**config.mk**
```make
export PLATFORM = sky130hd
export DESIGN_NAME = pipe_hazard_ctrl
export DESIGN_NICKNAME = d
export VERILOG_FILES = /design/src/rtl/pipe_hazard_ctrl.sv
export SDC_FILE = /design/constraint.sdc
export NUM_CORES = 1
export LEC_CHECK = 0
export CORE_MARGIN = 2
export CORE_UTILIZATION = 45
export CTS_CLUSTER_SIZE = 8
export DETAILED_ROUTE_END_ITERATION = 7
export MAX_ROUTING_LAYER = met4
export PLACE_DENSITY = 0.82
export SLEW_MARGIN = 15
export SYNTH_ARGS = -nofsm -noshare
export SYNTH_HDL_FRONTEND = slang
export SYNTH_SLANG_ARGS = --single-unit
export TNS_END_PERCENT = 50
```
**constraint.sdc**
```tcl
create_clock -name clk_i -period 4.5 [get_ports clk_i]
set_input_delay 0.9 -clock clk_i [delete_from_list [all_inputs] [get_ports clk_i]]
set_output_delay 0.9 -clock clk_i [all_outputs]
set_load 0.05 [all_outputs]
```
**src/rtl/pipe_hazard_ctrl.sv**
```systemverilog
// Stall/flush/redirect sequencer for a 5-stage pipeline; holds one pending redirect across a busy fetch.
// Optional performance counters are enabled with `define PIPE_HAZARD_PERF_EN.
module pipe_hazard_ctrl #(
  parameter int PC_W   = 64,
  parameter int REG_AW = 5
) (
  input  logic              clk_i,
  input  logic              rst_ni,
  input  logic              id_valid_i,
  input  logic [REG_AW-1:0] id_rs1_i,
  input  logic [REG_AW-1:0] id_rs2_i,
  input  logic              id_use_rs1_i,
  input  logic              id_use_rs2_i,
  input  logic              ex_valid_i,
  input  logic [REG_AW-1:0] ex_rd_i,
  input  logic              ex_is_load_i,
  input  logic              ex_redirect_i,
  input  logic [PC_W-1:0]   ex_target_i,
  input  logic              imem_busy_i,
  input  logic              dmem_busy_i,
  output logic              stall_if_o,
  output logic              stall_id_o,
  output logic              stall_ex_o,
  output logic              stall_mem_o,
  output logic              flush_id_o,
  output logic              flush_ex_o,
  output logic              flush_wb_o,
  output logic              redirect_valid_o,
`ifdef PIPE_HAZARD_PERF_EN
  output logic [63:0]       perf_stall_cycles_o,
  output logic [63:0]       perf_loaduse_o,
  output logic [63:0]       perf_redirects_o,
`endif
  output logic [PC_W-1:0]   redirect_pc_o
);

  typedef enum logic [0:0] {RUN = 1'b0, REDIR_PEND = 1'b1} state_e;

  state_e            state_q, state_d;
  logic [PC_W-1:0]   pend_pc_q, pend_pc_d;
  logic              luh_s, loaduse_win_s;
  logic              stall_if_s, stall_id_s, stall_ex_s, stall_mem_s;
  logic              flush_id_s, flush_ex_s, flush_wb_s, redirect_valid_s;
  logic [PC_W-1:0]   redirect_pc_s;

  assign luh_s = ex_valid_i && ex_is_load_i && id_valid_i && (ex_rd_i != {REG_AW{1'b0}}) &&
                 ((id_use_rs1_i && (id_rs1_i == ex_rd_i)) || (id_use_rs2_i && (id_rs2_i == ex_rd_i)));

  // Next-state and per-stage control decode
  always_comb begin
    state_d          = state_q;
    pend_pc_d        = pend_pc_q;
    loaduse_win_s    = 1'b0;
    stall_if_s       = 1'b0;
    stall_id_s       = 1'b0;
    stall_ex_s       = 1'b0;
    stall_mem_s      = 1'b0;
    flush_id_s       = 1'b0;
    flush_ex_s       = 1'b0;
    flush_wb_s       = 1'b0;
    redirect_valid_s = 1'b0;
    redirect_pc_s    = {PC_W{1'b0}};
    case (state_q)
      RUN: begin
        if (dmem_busy_i) begin
          stall_if_s  = 1'b1;
          stall_id_s  = 1'b1;
          stall_ex_s  = 1'b1;
          stall_mem_s = 1'b1;
          flush_wb_s  = 1'b1;
        end else if (ex_redirect_i && !imem_busy_i) begin
          redirect_valid_s = 1'b1;
          redirect_pc_s    = ex_target_i;
          flush_id_s       = 1'b1;
          flush_ex_s       = 1'b1;
        end else if (ex_redirect_i) begin
          flush_id_s = 1'b1;
          flush_ex_s = 1'b1;
          stall_if_s = 1'b1;
          pend_pc_d  = ex_target_i;
          state_d    = REDIR_PEND;
        end else if (luh_s) begin
          stall_if_s    = 1'b1;
          stall_id_s    = 1'b1;
          flush_ex_s    = 1'b1;
          loaduse_win_s = 1'b1;
        end else if (imem_busy_i) begin
          stall_if_s = 1'b1;
          flush_id_s = 1'b1;
        end else begin
          stall_if_s = 1'b0;
        end
      end
      REDIR_PEND: begin
        // The wrong-path fetch is still in flight: discard whatever it returns.
        flush_id_s = 1'b1;
        if (imem_busy_i) begin
          stall_if_s = 1'b1;
        end else begin
          redirect_valid_s = 1'b1;
          redirect_pc_s    = pend_pc_q;
          state_d          = RUN;
        end
        if (dmem_busy_i) begin
          stall_ex_s  = 1'b1;
          stall_mem_s = 1'b1;
          flush_wb_s  = 1'b1;
        end else begin
          stall_mem_s = 1'b0;
        end
      end
      default: begin
        state_d = RUN;
      end
    endcase
  end

  // State and pending-target registers
  always_ff @(posedge clk_i or negedge rst_ni) begin
    if (!rst_ni) begin
      state_q   <= RUN;
      pend_pc_q <= {PC_W{1'b0}};
    end else begin
      state_q   <= state_d;
      pend_pc_q <= pend_pc_d;
    end
  end

  assign stall_if_o       = rst_ni & stall_if_s;
  assign stall_id_o       = rst_ni & stall_id_s;
  assign stall_ex_o       = rst_ni & stall_ex_s;
  assign stall_mem_o      = rst_ni & stall_mem_s;
  assign flush_id_o       = rst_ni & flush_id_s;
  assign flush_ex_o       = rst_ni & flush_ex_s;
  assign flush_wb_o       = rst_ni & flush_wb_s;
  assign redirect_valid_o = rst_ni & redirect_valid_s;
  assign redirect_pc_o    = rst_ni ? redirect_pc_s : {PC_W{1'b0}};

`ifdef PIPE_HAZARD_PERF_EN
  logic [63:0] perf_stall_q, perf_loaduse_q, perf_redir_q;

  // Saturating event counters
  always_ff @(posedge clk_i or negedge rst_ni) begin
    if (!rst_ni) begin
      perf_stall_q   <= 64'd0;
      perf_loaduse_q <= 64'd0;
      perf_redir_q   <= 64'd0;
    end else begin
      if (stall_if_s && (perf_stall_q != {64{1'b1}}))
        perf_stall_q <= perf_stall_q + 64'd1;
      if (loaduse_win_s && (perf_loaduse_q != {64{1'b1}}))
        perf_loaduse_q <= perf_loaduse_q + 64'd1;
      if (redirect_valid_s && (perf_redir_q != {64{1'b1}}))
        perf_redir_q <= perf_redir_q + 64'd1;
    end
  end

  assign perf_stall_cycles_o = perf_stall_q;
  assign perf_loaduse_o      = perf_loaduse_q;
  assign perf_redirects_o    = perf_redir_q;
`endif

endmodule

```
==> flow_summary.yaml, run 1 <==
outcome:
  status: "complete, no violations"
setup_path:
  cp_top_family: "buffers and inverters"
  r2r-start: "state_q$_DFF_PN0_"
  end_kind: "output pin"
  reg2reg_slack_ps: 2540
  r2r_cells: 3
  max_stage_delay_ps: 670
  critPathKind: "in2out"
  start_kind: "input pin"
  cp_slowest_cell: "buf_4"
  path_common_cell: "buf_4"
  path_buf_inv: 4
  cp.required_ps: 3600
  cp_max_fo: 40
  crit_chain: "clkdlybuf4s50_1 > inv_2 > a21oi_2 > or3b_4 > buf_4 > nor2_1 > buf_4"
  arrival_ps: 3120
  reg2reg_to: "pend_pc_q[24]$_DFFE_PN0P_"
logic_synthesis:
  ys_dominant_reg_cell: "dfrtp_1"
  synth_edf_count: 0
  synth_area_um2: 4100
  synth_top_area_share_pct: 39.7
  synth_top_cell_by_area: "dfrtp_1"
  synth-seq-area-share_pct: 39.7
  syn_nets: 408
  synth_seq_cells: 65
  syn_area_per_cell_um2: 12.8
  async_reset_ff_share_pct: 100
  yosysUniqueCellTypes: 29
  synthTopCellsByArea: "dfrtp_1 40%, mux2_1 16%, mux2i_1 16%"
  synth_cells: 319
  yosysWarningCount: 0
power_and_ir_drop:
  switchingPower_mw: 0.522
  powerDensity_nw_per_um2: 299
  peakVddDrop_v: 0.000152
  p_sw_share_pct: 30.8
  p_leak_nw: 2.29
  internal_power_mw: 1.17
  clkPwrFrac_pct: 25.6
  power_mw: 1.69
  comb_power_share_pct: 28.8
  pwr-share-seq_pct: 45.6
cts:
  clockRootBuffer: "clkbuf_8"
  htreeDepth: 3
  ctsHoldBuffers: 0
  cts.clk_slew.worst_paths_ps: 60
  cts_num_sinks: 65
  numCtsBuffers: 9
  clockBufferDepth: 2
  post_cts.repair.setup_buffers: 0
  clock_latency_ps: 320
  cts_resized: 0
  cts_tree: "done"
grt:
  grt_pass1_wl_mm: 14.8
  grt_max_degree: 66
  grtUsageTotal_pct: 19.1
  first_global_vias: 3142
  overflow: 0
  grt_antenna_before_repair: 0
cells_and_area:
  final_cells: 584
  area_delta_synth_final_pct: 38.1
  drive_above_1_share_pct: 29.8
  final_util_pct: 64.6
  antenna_cells: 0
  nNetsFinal: 561
sta:
  period_share_pct: 89.3
  timing.fmax_mhz: 249
  setup_violations: 0
  final_hold_viol_count: 0
  whs_ps: 487
  tns_ps: 0
  maxSlewHeadroom_pct: 28.7
  report.final.slew_viol_count: 0
  worstMarginPinSlew_ps: 1070
  fin_crit_ps: 4020
  fin_skew_ps: 6.56
  rsz0062_at_grt: "false"
placement:
  dp_hpwl_mm: 6.46
  gp_congestion: 0.870
  io_buffers: 160
  placedCellCount: 569
drt:
  m1WireLength_mm: 3.66
  route.detailed.drc: 0
  dr_wl_met3_um: 634
  drt_wl_total_mm: 8.79
  avgRoutedWirePerCell_um: 15.0
  wl_met2_mm: 4.40
  routed.top_layer: "met4"
  vias: 2889
  avgViaCountPerCell: 4.95
  first_pass_iters: 4
  postRouteAntennaNets: 0
  drt-initial-drc-count: 73
floorplanning:
  row_count: 34
  die_area_um2: 9890
  die_h_um: 99.4
  initial_core_util_pct: 46.8
  core_um2: 8760
  die_w_um: 99.4
  num_io_pins: 161
min_path:
  hold_end: "pend_pc_q[20]$_DFFE_PN0P_"
  whs_path_depth: 1
  min_path_type: "reg2reg"
  holdCritStartpoint: "pend_pc_q[20]$_DFFE_PN0P_"
job:
  cap_violations: 0
## worst max path at each step
| stage | start | endpoint | slack (ps) | depth (start not counted) |
|---|---|---|---|---|
| floorplan | ex_rd_i[3] | flush_ex_o | 1000 | 4 |
| global placement | ex_rd_i[3] | stall_if_o | 540 | 6 |
| CTS | dmem_busy_i | redirect_pc_o[0] | 460 | 7 |
| detailed placement | dmem_busy_i | redirect_pc_o[0] | 480 | 7 |
| finish | dmem_busy_i | redirect_pc_o[0] | 480 | 7 |
| global route | dmem_busy_i | redirect_pc_o[0] | 300 | 7 |
## registers in the layout, summed over array words and instances, names as in the netlist
register / count
pend_pc_q: 64
state_q: 1
## final cells by class
cell class                 instances  area [um2]
clock buffer                      12         155
clock inverter                     3        17.5
fill                             704        3110
inverter                           3        11.3
multi-input combinational        227        2220
sequential                        65        1630
tap                              108         135
timing repair buffer             166        1480
## layer usage
metal	GRT usage (%)	vias to the layer above
met4	6.11	0
met2	31.8	91
met1	22.6	1370
li1	-	1420
met3	5.27	8
met5	-	-
## stage by stage
| stage | area [um2] | worst slack, ps |
|---|---|---|
| 2_1_floorplan | 4100 | 1000 |
| 3_3_place_gp | 5490 | 539 |
| 3_5_place_dp | 5490 | 480 |
| 4_1_cts | 5660 | 457 |
| 5_1_grt | 5660 | 303 |
| 6_report | 5660 | 479 |
## kinds of logic (layout without fill, tap and decap cells)
logic type      Yosys count  in the layout  share of synthesized area, %
compound gates            9              9                          1.50
xor+xnor                 10             10                          2.14
buf+inv                  27            184                          6.29
flops                    65             65                          39.7
mux                     128            128                          33.2
simple gates             80             80                          17.2
## cell usage in the layout (no fill, tap or decap), types with 2 or more instances in the layout
cell / n
nor4_1: 2
clkbuf_8: 11
clkdlybuf4s50_1: 96
nand3_1: 3
mux2i_1: 64
mux2_1: 60
clkinv_2: 2
xor2_1: 8
nand2_1: 3
buf_4: 69
o21ai_0: 4
xnor2_1: 2
inv_1: 2
nor2_4: 49
mux2_2: 4
dfrtp_1: 64
nor2_1: 17
## power by group through the flow
stage          clock, mW  combinational (mW)  sequential (mW)
6_report           0.433               0.488            0.772
5_1_grt            0.479               0.529            0.789
4_1_cts            0.452               0.496            0.771
3_5_place_dp           0               0.495            0.783
3_3_place_gp           0               0.483            0.773
2_1_floorplan          0               0.341            0.762
## synth_stat cells (2+ instances only)
cell	instances
dfrtp_1	65
mux2i_1	64
mux2_1	60
nor2_4	49
nor2_1	17
buf_2	9
xor2_1	8
buf_6	7
buf_12	5
mux2_2	4
o21ai_0	4
buf_4	3
nand2_1	3
nand3_1	3
inv_1	2
nor4_1	2
xnor2_1	2
Power figures use the tool's default switching activity.
==> inputs of run 2 (changes only) <==
CTS_CLUSTER_DIAMETER = 50   (was not set)
==> results of run 2 <==
Final layout, timing and power as in run 1 (identical DEF).
==> inputs of run 3 (changes only) <==
PLACE_DENSITY = 0.86   (was 0.82)
==> run 3 against run 2 <==
Total power increased by 6.3%. Final area grew 15%. Final cell count did not move. Sequential cell count unchanged. Maximum frequency fell by 2.1%. Clock power is 11% higher. Worst hold slack lost 36 ps. Sequential share of layout area fell by 3.7 points. Count of clock-buffer cells in the layout up 1. Critical path type unchanged. Largest cell class is now buffers. Highest routed layer unchanged.
==> flow_summary.yaml, run 3 (synthesis results as in run 1) <==
grt:
  grt_pass1_wl_mm: 16.0
  grt_antenna_before_repair: 0
  overflow: 0
  first_global_vias: 3266
  grt_max_degree: 66
  grtUsageTotal_pct: 20.9
cells_and_area:
  final_cell_mix: "94 x clkdlybuf4s50_1, 66 x buf_12, 64 x mux2i_1, 64 x dfrtp_1, 60 x mux2_1"
  final_common_cell: "clkdlybuf4s50_1"
  drive_above_1_share_pct: 29.8
  final_cells: 584
  largestRegisters: "pend_pc_q (64), state_q (1)"
  area_delta_synth_final_pct: 58.3
  regMostFlops: "pend_pc_q"
  fill_cells: 606
  antenna_cells: 0
  largest_register_ffs: 64
  final_util_pct: 74.0
  nNetsFinal: 560
setup_path:
  crit_chain: "clkdlybuf4s50_1 > xor2_1 > nor4_1 > a32oi_1 > o21ai_0 > clkdlybuf4s50_1"
  cp_max_fo: 4
  critPathKind: "in2out"
  end_kind: "output pin"
  path_common_cell: "clkdlybuf4s50_1"
  path_buf_inv: 2
  r2r-start: "state_q$_DFF_PN0_"
  max_stage_delay_ps: 840
  arrival_ps: 3210
  cp_top_family: "buffers and inverters"
  cp.required_ps: 3600
  cp_slowest_cell: "clkdlybuf4s50_1"
  start_kind: "input pin"
  startpoint: "ex_rd_i[2]"
power_and_ir_drop:
  clkPwrFrac_pct: 26.6
  comb_power_share_pct: 30.4
  internal_power_mw: 1.26
  powerDensity_nw_per_um2: 277
  peakVddDrop_v: 0.000158
  p_sw_share_pct: 29.9
  p_leak_nw: 2.49
  pwr-share-seq_pct: 43.0
  switchingPower_mw: 0.539
drt:
  drt_wl_total_mm: 9.58
  avgRoutedWirePerCell_um: 16.4
  wl_met2_mm: 5.18
  first_pass_iters: 5
  dr_wl_met3_um: 479
  postRouteAntennaNets: 0
  routed.top_layer: "met4"
  m1WireLength_mm: 3.82
  route.detailed.drc: 0
  drt-initial-drc-count: 44
  avgViaCountPerCell: 5.17
  vias: 3017
cts:
  cts_tree: "done"
  htreeDepth: 3
  ctsHoldBuffers: 0
  clock_latency_ps: 330
  cts_num_sinks: 65
  post_cts.repair.setup_buffers: 0
  numCtsBuffers: 9
  clockRootBuffer: "clkbuf_8"
  cts_resized: 0
  clockBufferDepth: 2
  cts.clk_slew.worst_paths_ps: 70
placement:
  dpl_worst_slack_ps: 430
  gp_congestion: 0.849
  placedCellCount: 568
  dp_hpwl_mm: 7.18
  io_buffers: 160
sta:
  tns_ps: 0
  timing.fmax_mhz: 243
  period_share_pct: 91.3
  fin_skew_ps: 5.95
  maxSlewHeadroom_pct: 27.5
  setup_violations: 0
  report.final.slew_viol_count: 0
  final_hold_viol_count: 0
  worstMarginPinSlew_ps: 1090
  fin_crit_ps: 4110
  setup_slack_ps: 392
  rsz0062_at_grt: "false"
  whs_ps: 451
job:
  cap_violations: 0
min_path:
  min_path_type: "in2async"
floorplanning:
  die_w_um: 99.4
  num_io_pins: 161
  core_um2: 8760
  initial_core_util_pct: 46.8
  die_h_um: 99.4
  row_count: 34
  die_area_um2: 9890
outcome:
  status: "complete, no violations"
run 3: path summary, 6_finish.rpt:
kind / endpoint / slack [ps] / depth (start not counted)
max: stall_id_o / 390 / 6
min: pend_pc_q[5]$_DFFE_PN0P_ / 450 / 1
max reg2reg: pend_pc_q[32]$_DFFE_PN0P_ / 1900 / 4
min reg2reg: pend_pc_q[63]$_DFFE_PN0P_ / 490 / 1
max in group asynchronous: state_q$_DFF_PN0_ / 2970 / 2
min in group clk_i: pend_pc_q[63]$_DFFE_PN0P_ / 490 / 1
run 3: cell type report:
cell class / instances / area (um2) / area share (%)
Inverter: 3 / 11.3 / 0.174
Timing Repair Buffer: 165 / 2300 / 35.4
Clock buffer: 13 / 149 / 2.30
Clock inverter: 3 / 40.0 / 0.617
Sequential cell: 65 / 1630 / 25.1
Tap cell: 108 / 135 / 2.08
Multi-Input combinational cell: 227 / 2220 / 34.3
run 3: layer usage:
metal	GRT usage, %	up-vias
li1	-	1410
met1	25.2	1484
met2	35.7	105
met3	3.87	18
met4	6.11	0
met5	-	-
run 3: power by group through the flow:
stage | combinational, mW | clock, mW | sequential, mW
2_1_floorplan | 0.341 | 0 | 0.762
3_3_place_gp | 0.536 | 0 | 0.772
5_1_grt | 0.587 | 0.516 | 0.790
4_1_cts | 0.556 | 0.493 | 0.774
6_report | 0.547 | 0.479 | 0.774
3_5_place_dp | 0.554 | 0 | 0.784
run 3: metrics by stage:
step	area [um2]	power (mW)
global placement	6300	1.31
detailed placement	6300	1.34
finish	6490	1.80
CTS	6490	1.82
floorplan	4100	1.10
global route	6490	1.89
